<file path="src/rtl/fifo_drain_pkg.sv">
// Shared types and constants for the fifo_drain read-side drainer.
package fifo_drain_pkg;

  localparam int unsigned OBUF_DEPTH = 2;
  localparam int unsigned CNT_W      = $clog2(OBUF_DEPTH + 1);
  localparam int unsigned STATS_W    = 16;

  typedef enum logic [1:0] {
    S_IDLE  = 2'd0,
    S_RUN   = 2'd1,
    S_FLUSH = 2'd2
  } state_e;

  localparam logic [1:0] IDLE  = S_IDLE;
  localparam logic [1:0] RUN   = S_RUN;
  localparam logic [1:0] FLUSH = S_FLUSH;

endpackage

</file>
<file path="src/rtl/fifo_drain_obuf.sv">
// Two-entry ordered output buffer; head is registered and drives the stream directly.
module fifo_drain_obuf
  import fifo_drain_pkg::*;
#(
  parameter int unsigned DW = 8
) (
  input  logic             clk,
  input  logic             rst,
  input  logic             push,
  input  logic [DW-1:0]    din,
  input  logic             pop,
  output logic [CNT_W-1:0] cnt,
  output logic [DW-1:0]    head
);

  logic [DW-1:0] tail;

  always_ff @(posedge clk) begin
    if (rst) begin
      cnt  <= '0;
      head <= '0;
      tail <= '0;
    end else begin
      case ({push, pop})
        2'b10: begin
          if (cnt == CNT_W'(0)) head <= din;
          else                  tail <= din;
          cnt <= cnt + CNT_W'(1);
        end
        2'b01: begin
          head <= tail;
          cnt  <= cnt - CNT_W'(1);
        end
        // simultaneous push and pop: count holds, entries shift
        2'b11: begin
          if (cnt == CNT_W'(1)) begin
            head <= din;
          end else begin
            head <= tail;
            tail <= din;
          end
        end
        default: ;
      endcase
    end
  end

  a_no_overflow: assert property (@(posedge clk) disable iff (rst)
    !(push && !pop && cnt == CNT_W'(OBUF_DEPTH)));

endmodule

</file>
<file path="src/rtl/fifo_drain.sv">
// Drains a FIFO with write-priority read refusal into a ready/valid stream.
// Optional FIFO_DRAIN_STATS_EN adds a 16-bit delivered-beat counter output.
module fifo_drain
  import fifo_drain_pkg::*;
#(
  parameter int unsigned DW = 8
) (
  input  logic          clk,
  input  logic          rst,
  input  logic          en,
  input  logic          fifo_empty,
  input  logic          fifo_full,
  input  logic          fifo_wr,
  input  logic [DW-1:0] fifo_dout,
  output logic          fifo_rd,
  output logic          m_valid,
  output logic [DW-1:0] m_data,
  input  logic          m_ready,
  output logic          busy
`ifdef FIFO_DRAIN_STATS_EN
  ,
  output logic [STATS_W-1:0] beat_cnt
`endif
);

  logic [1:0]       state;
  logic [1:0]       state_nxt;
  logic             pend;
  logic [CNT_W-1:0] obuf_cnt;
  logic             pop;
  logic             rd_acc;
  logic [2:0]       occ;
  logic [2:0]       left_after_pop;

  assign pop            = m_valid & m_ready;
  // words that will sit in the buffer after this edge if no new read lands
  assign occ            = 3'(obuf_cnt) + 3'(pend) - 3'(pop);
  assign left_after_pop = 3'(obuf_cnt) - 3'(pop);

  assign fifo_rd = ~rst & (state == RUN) & ~fifo_empty & (occ < 3'd2);
  assign rd_acc  = fifo_rd & ~fifo_empty & ~(fifo_wr & ~fifo_full);
  assign m_valid = (obuf_cnt != CNT_W'(0));
  assign busy    = (state != IDLE);

  always_ff @(posedge clk) begin
    if (rst) begin
      state <= IDLE;
      pend  <= 1'b0;
    end else begin
      state <= state_nxt;
      pend  <= rd_acc;
    end
  end

  always_comb begin
    state_nxt = state;
    case (state)
      IDLE:    if (en) state_nxt = RUN;
      RUN: begin
        if (!en) begin
          if (pend || obuf_cnt != CNT_W'(0)) state_nxt = FLUSH;
          else                               state_nxt = IDLE;
        end
      end
      FLUSH: begin
        if (en)                                    state_nxt = RUN;
        else if (!pend && left_after_pop == 3'd0)  state_nxt = IDLE;
      end
      default: state_nxt = IDLE;
    endcase
  end

  // registered FIFO data is valid the cycle after an accepted read
  fifo_drain_obuf #(.DW(DW)) u_obuf (
    .clk  (clk),
    .rst  (rst),
    .push (pend),
    .din  (fifo_dout),
    .pop  (pop),
    .cnt  (obuf_cnt),
    .head (m_data)
  );

`ifdef FIFO_DRAIN_STATS_EN
  always_ff @(posedge clk) begin
    if (rst)      beat_cnt <= '0;
    else if (pop) beat_cnt <= beat_cnt + STATS_W'(1);
  end
`endif

endmodule
</file>
<file path="config.mk">
export PLATFORM = sky130hd
export DESIGN_NAME = fifo_drain
export DESIGN_NICKNAME = d
export VERILOG_FILES = /design/src/rtl/fifo_drain_pkg.sv /design/src/rtl/fifo_drain_obuf.sv /design/src/rtl/fifo_drain.sv
export SDC_FILE = /design/constraint.sdc
export NUM_CORES = 1
export LEC_CHECK = 0
export ABC_AREA = 1
export CAP_MARGIN = 25
export CELL_PAD_IN_SITES_DETAIL_PLACEMENT = 1
export CELL_PAD_IN_SITES_GLOBAL_PLACEMENT = 2
export CORE_ASPECT_RATIO = 0.7
export CORE_MARGIN = 3
export CORE_UTILIZATION = 23
export DETAILED_ROUTE_END_ITERATION = 10
export PLACE_DENSITY_LB_ADDON = 0.1
export SYNTH_ARGS = -nofsm -noshare
export SYNTH_HDL_FRONTEND = slang
export SYNTH_SLANG_ARGS = --single-unit
</file>
<file path="constraint.sdc">
create_clock -name clk -period 2.5 [get_ports clk]
set_input_delay 0.5 -clock clk [delete_from_list [all_inputs] [get_ports clk]]
set_output_delay 0.5 -clock clk [all_outputs]
set_load 0.005 [all_outputs]
</file>
Yosys cells after proc, flatten, opt, wreduce, memory -nomap -nowiden
Cells that the tools add are included.

storage, ports and cells
  input bits = 15
  flip-flop bits (word level) = 21

operators by class
  multiplexer cells = 13
  equal/unequal tests = 12
  reduce and logical (&&, ||, !) cells = 14
  add/subtract/negate cells = 5
  magnitude comparators = 1
  bitwise logic cells = 11

operators with widths
  operator                                                count
  2-to-1 mux 8 bit                                        4
  case mux 8 bit (3 select lines)                         1
  case mux 8 bit (2 select lines)                         1
  2-to-1 mux 2 bit                                        5
  inequality test 2 bit (second input constant)           4
  nonzero test 2 bit                                      4
  bitwise AND 1 bit                                       7
  == test 2 x 1 -> 1 bit (second input constant)          3
  == test 2 bit (second input constant)                   3
  case mux 2 bit (3 select lines)                         1
  AND reduction 3 bit                                     2
  logical NOT 2 bit                                       2
  NOT 1 bit                                               4
  case mux 2 bit (2 select lines)                         1
  adder 2 x 1 -> 3 bit                                    1
  logical NOT 3 bit                                       1
  < comparator 3 x 2 -> 1 bit (second input constant)     1
  inequality test 3 bit (second input constant)           1
  nonzero test 3 bit                                      1
  subtractor 2 x 1 -> 3 bit                               1
  subtractor 3 x 1 -> 3 bit                               1
  adder 2 x 1 -> 2 bit (second input constant)            1
  inequality test 2 x 1 -> 1 bit (second input constant)  1
  AND reduction 2 bit                                     1
  other kinds (4)                                         4

Longest topological paths before layout
  depth after elaboration = 8
  gate-level depth with buffers = 13
  gate-level depth less buffers = 13

Cells and area by module
A second synthesis with hierarchy kept.

second synthesis, totals
  cells, all modules = 170
  area total of the unflattened synthesis = 1213.7 µm²

by module, submodules not included
  module           area an instance (µm²)  times used  cells each  sequential area each (µm²)
  fifo_drain_obuf  957.2                   1           130         360.3
  fifo_drain       256.5                   1           40          60.1

Worst setup path after synthesis
No wires, ideal clock.

  path kind = register to output
  start = register u_obuf.cnt[1]
  end = output port fifo_rd
  path slack = 0.092 ns
  cell stages (with the launch flop) = 13
  required time = 2.000 ns
  path buffers = 0
  arrival = 1.908 ns
  cell sequence = dfxtp_1 > inv_1 > ha_1 > inv_2 > nand2_4 > nand2_1 > nand2_1 > nor2_1 > inv_1 > fa_1 > or2_2 > nand3_1 > nor2_1

on the way
  word-level cells in the longest chain between the ends = 5
  elaborated cells between the ends (all ways) = 6
  classes of those cells = add/sub (2); order compare (1); bitwise (2); reduce/logical (1)

ends and longest elaborated chain
  item                         RTL line               source
  from (decl)                  fifo_drain_obuf.sv:12  output logic [CNT_W-1:0] cnt,
  from (signal assigned)       fifo_drain_obuf.sv:28  cnt <= cnt + CNT_W'(1);
  from (signal assigned)       fifo_drain_obuf.sv:32  cnt <= cnt - CNT_W'(1);
  nonzero test 2 bit           fifo_drain.sv:42       assign m_valid = (obuf_cnt != CNT_W'(0));
  via m_valid                  fifo_drain.sv:16       output logic m_valid,
  bitwise AND 1 bit            fifo_drain.sv:35       assign pop = m_valid & m_ready;
  subtractor 3 x 1 -> 3 bit    fifo_drain.sv:37       assign occ = 3'(obuf_cnt) + 3'(pend) - 3'(pop);
  < comparator 3 x 2 -> 1 bit  fifo_drain.sv:40       assign fifo_rd = ~rst & (state == RUN) & ~fifo_empty & (occ < 3'd2);
  bitwise AND 1 bit            fifo_drain.sv:40
  to (decl)                    fifo_drain.sv:15       output logic fifo_rd,

The timed path passes the listed nets, and every way through them passes these cells.

Final worst setup path
  start = register u_obuf.cnt[0]
  end = output port fifo_rd

on the way
  word-level cells in the longest chain between the ends = 5
  elaborated cells between the ends (all ways) = 6
  classes of those cells = add/sub (2); order compare (1); bitwise (2); reduce/logical (1)

ends and longest elaborated chain
  item                                                          RTL line
  branches (longest 2 deep; another with adder 2 x 1 -> 3 bit)  --
  subtractor 3 x 1 -> 3 bit *                                   fifo_drain.sv:37
  < comparator 3 x 2 -> 1 bit *                                 fifo_drain.sv:40
  bitwise AND 1 bit *                                           fifo_drain.sv:40

Mark *: on every way between the ends.

==> impl_results.md <==
- Hold crit path type: register to register
- Final hold violations: 0
- Avg Synthesized Cell Area: between 7 and 8 um^2
- FF-to-FF Start: u_obuf.cnt[0]
- Inserted Clock Buffers: 3
- Root Buffer: clkbuf_8
- Tot GR Track Use: 0.1294
- FF-to-FF End: pend
- Hold path startpoint: u_obuf.tail[6]
- Worst-path clk slew: ~0.08 ns
- Critical Path RT: about 2 ns
- Seq/Total Area, Yosys: 0.4073
- Cells after synthesis: between 100 and 150
- Placeable Area: ~4000 um^2
- H-tree levels: 1
- Worst Setup End Kind: primary output
- Drt via density: 4.408
- Share of cells above drive strength 1: 0.2234
- MaxCap Viol Count: 0
- Synth warn: 0
- Post-Place Cells: between 200 and 250
- Slowest cell on crit path: fa_2
- Die Wd: ~86 um
- # DRC: 0
- Final worst setup slack: 0.009563 ns
- Hold path endpoint: u_obuf.tail[6]
- Sink Count: 21
- Final wirelength: approximately 3.1 mm
- Final Setup Violations: 0
- RSZ-0062 raised after global routing: yes
- Starting DRT DRC Count: 34
- Vias in the first global route: around 1,100
- Post-Layout Cell Count: 240
- Pwr Density: ~860 nW/um^2
- Core Rows: 19
- Max stage delay on crit path: 0.53 ns
- TritonCTS clock tree: yes
- FMAX: 401.5 MHz
- Measured slew at the worst slew-check pin: about 0.32 ns
- Port bufs: 25
- GPL Wtd Cong: just under 0.8
- DRT Pass-1 Iters: 4
- Largest net degree at the start of global routing: 17
- Skew final: ~0.004 ns
- CP most frequent cell: nand2_2
- R2R setup slack: ~0.7 ns
- DIE HEIGHT: 62.05 um
- Vias: about 1,100
- Worst setup SP type: register
- Crit Path Max Fanout: 3
- Antenna cells: 0
- Final Max Slew Viols: 0
- Synthesized cell area: 1032 um^2
- Kind of critical path: register to primary output
- Pre-CTS WS: -0.6388 ns
- Syn Nets: about 160
- WL per Instance: 13.01 um
- Critical Path AT: about 2.0 ns
- Maximum VDD drop: 305.7 uV
- DP HPWL: about 2.4 mm
- Initial core utilization: 0.2510
- Wire length of the first global-routing pass: 5.244 mm
- Nets@finish: 207
- Rel. slew slack: 0.7868
- WHS Path Cells: 2
- Area grow syn2layout: 48.36%
- Worst path cell trace: inv_2 > ha_4 > inv_4 > nand2_4 > nand2_2 > nand2_2 > nor2_1 > inv_1 > fa_2 > nand2_2 > nor2_4 > buf_2
- Tcrit/Tclk final: 0.9962
- Yosys cell types: 22
- GR Overflow Total: 0
- Number of synthesized register bits: 21
- Leak: approximately 0.00064 uW
- Fin crit period: 2.490 ns
- Initial antenna violation count: 0
- Top Ports: 26
- Die area: between 5000 and 6000 um^2
- Worst reg-to-reg path cell count: 13
- Post-DRT Antenna Nets: 0
- Filler Cell Count: 539
- Clock Tree Buf Depth: 2
- Worst skew pair latency: 0.26 ns
- Status: complete, no violations
[cells in the final DEF (no fill, tap or decap), types with 3 or more instances in the layout]
cell type        Yosys  final
nor2_1               7      6
nand2_1             35     32
buf_4                1     15
dfxtp_1             21     19
a21oi_1             19     19
o21ai_0              9      9
inv_1               24     22
inv_2                4      5
nand3_1             11     10
clkbuf_8             0      3
clkdlybuf4s50_1      0     23
nand2_2              1      4
[cell type report]
| class | count | area [um^2] | area share |
|---|---|---|---|
| clock buffers | 3 | 41.29 | 0.02696 |
| clock inverters | 1 | 5.005 | 0.003268 |
| inverters | 28 | 107.6 | 0.07026 |
| multi-input cells | 95 | 533.0 | 0.3480 |
| flip-flops and latches | 21 | 422.9 | 0.2761 |
| well taps | 52 | 65.06 | 0.04248 |
| repair buffers | 40 | 356.6 | 0.2328 |
[worst max path at each step]
stage,to,slack [ns],cells after the start,startpoint
final,fifo_rd,0.01,12,u_obuf.cnt[0]
after global placement,fifo_rd,-0.58,11,m_ready
after CTS,fifo_rd,-0.08,12,u_obuf.cnt[0]
after global routing,fifo_rd,-0.14,12,u_obuf.cnt[0]
after detailed placement,fifo_rd,-0.64,11,m_ready
after floorplan,fifo_rd,0.09,12,u_obuf.cnt[1]
[flip-flops by register name, indices dropped and copies added, names as in the netlist]
register,count
pend,1
state,2
u_obuf.cnt,2
u_obuf.head,8
u_obuf.tail,8
[critical path, delay by kind of cell (launching register included)]
family,cells,cell delay [ns]
and+or+nand+nor,6,0.39
DFF,1,0.35
buffers and inverters,4,0.31
adders and majority gates,2,0.68
[where the power goes]
part	switching [uW]	internal [uW]
combinational	340	339
clock	116	111
sequential	25.4	384
total	481	834
[cells by family after synthesis]
group / after synthesis / synth area share
simple gates: 60 / 0.2630
fa+ha+maj: 3 / 0.04363
compound gates: 32 / 0.1733
buf+inv: 30 / 0.1127
flops: 21 / 0.4073
[synth_stat cells]
library cell  instances  area (um^2)
a211oi_1              1        7.510
a21oi_1              19        95.09
buf_4                 1        7.510
clkbuf_1              1        3.750
dfxtp_1              21        420.4
fa_1                  1        20.02
ha_1                  2        25.02
inv_1                24        90.09
inv_2                 4        15.01
nand2_1              35        131.4
nand2_2               1        6.260
nand2_4               1        11.26
nand3_1              11        55.05
nand3_2               1        10.01
nand3b_1              1        7.510
nor2_1                7        26.28
nor2_4                1        11.26
o211ai_1              1        7.510
o21a_1                1        7.510
o21ai_0               9        45.04
o21ai_4               1        16.27
or2_2                 2        12.51
[per-layer routing]
| layer | GRT usage | share of wire | wire length [um] |
|---|---|---|---|
| met1 | 0.1775 | 0.51 | 1589 |
| met2 | 0.2108 | 0.44 | 1371 |
| met3 | 0.03821 | 0.051 | 158 |
| met4 | 0.01354 | 0.0013 | 4 |
| met5 | 0 | 0 | 0 |
[stage by stage]
stage                     total power (uW)  hold WS (ns)  instance area [um^2]   TNS, ns  utilization
after floorplan                      709.0        0.4250                  1032         0            -
after global placement               982.3        0.4385                  1426   -0.5769       0.3468
after detailed placement             995.9        0.4502                  1426   -0.6388       0.3468
after CTS                             1301        0.4633                  1509  -0.08462       0.3669
after global routing                  1435        0.4818                  1531   -0.1406       0.3724
final                                 1314        0.4572                  1531         0       0.3724
[repair_timing]
item                                    4_1_cts  5_1_grt
resized for setup                            15        5
setup buffers                                 2        1
endpoints found under the setup margin        1        1
hold buffers                                  0        0
pin swaps                                     5        4
Note: power is estimated with default switching activity, not from simulation.
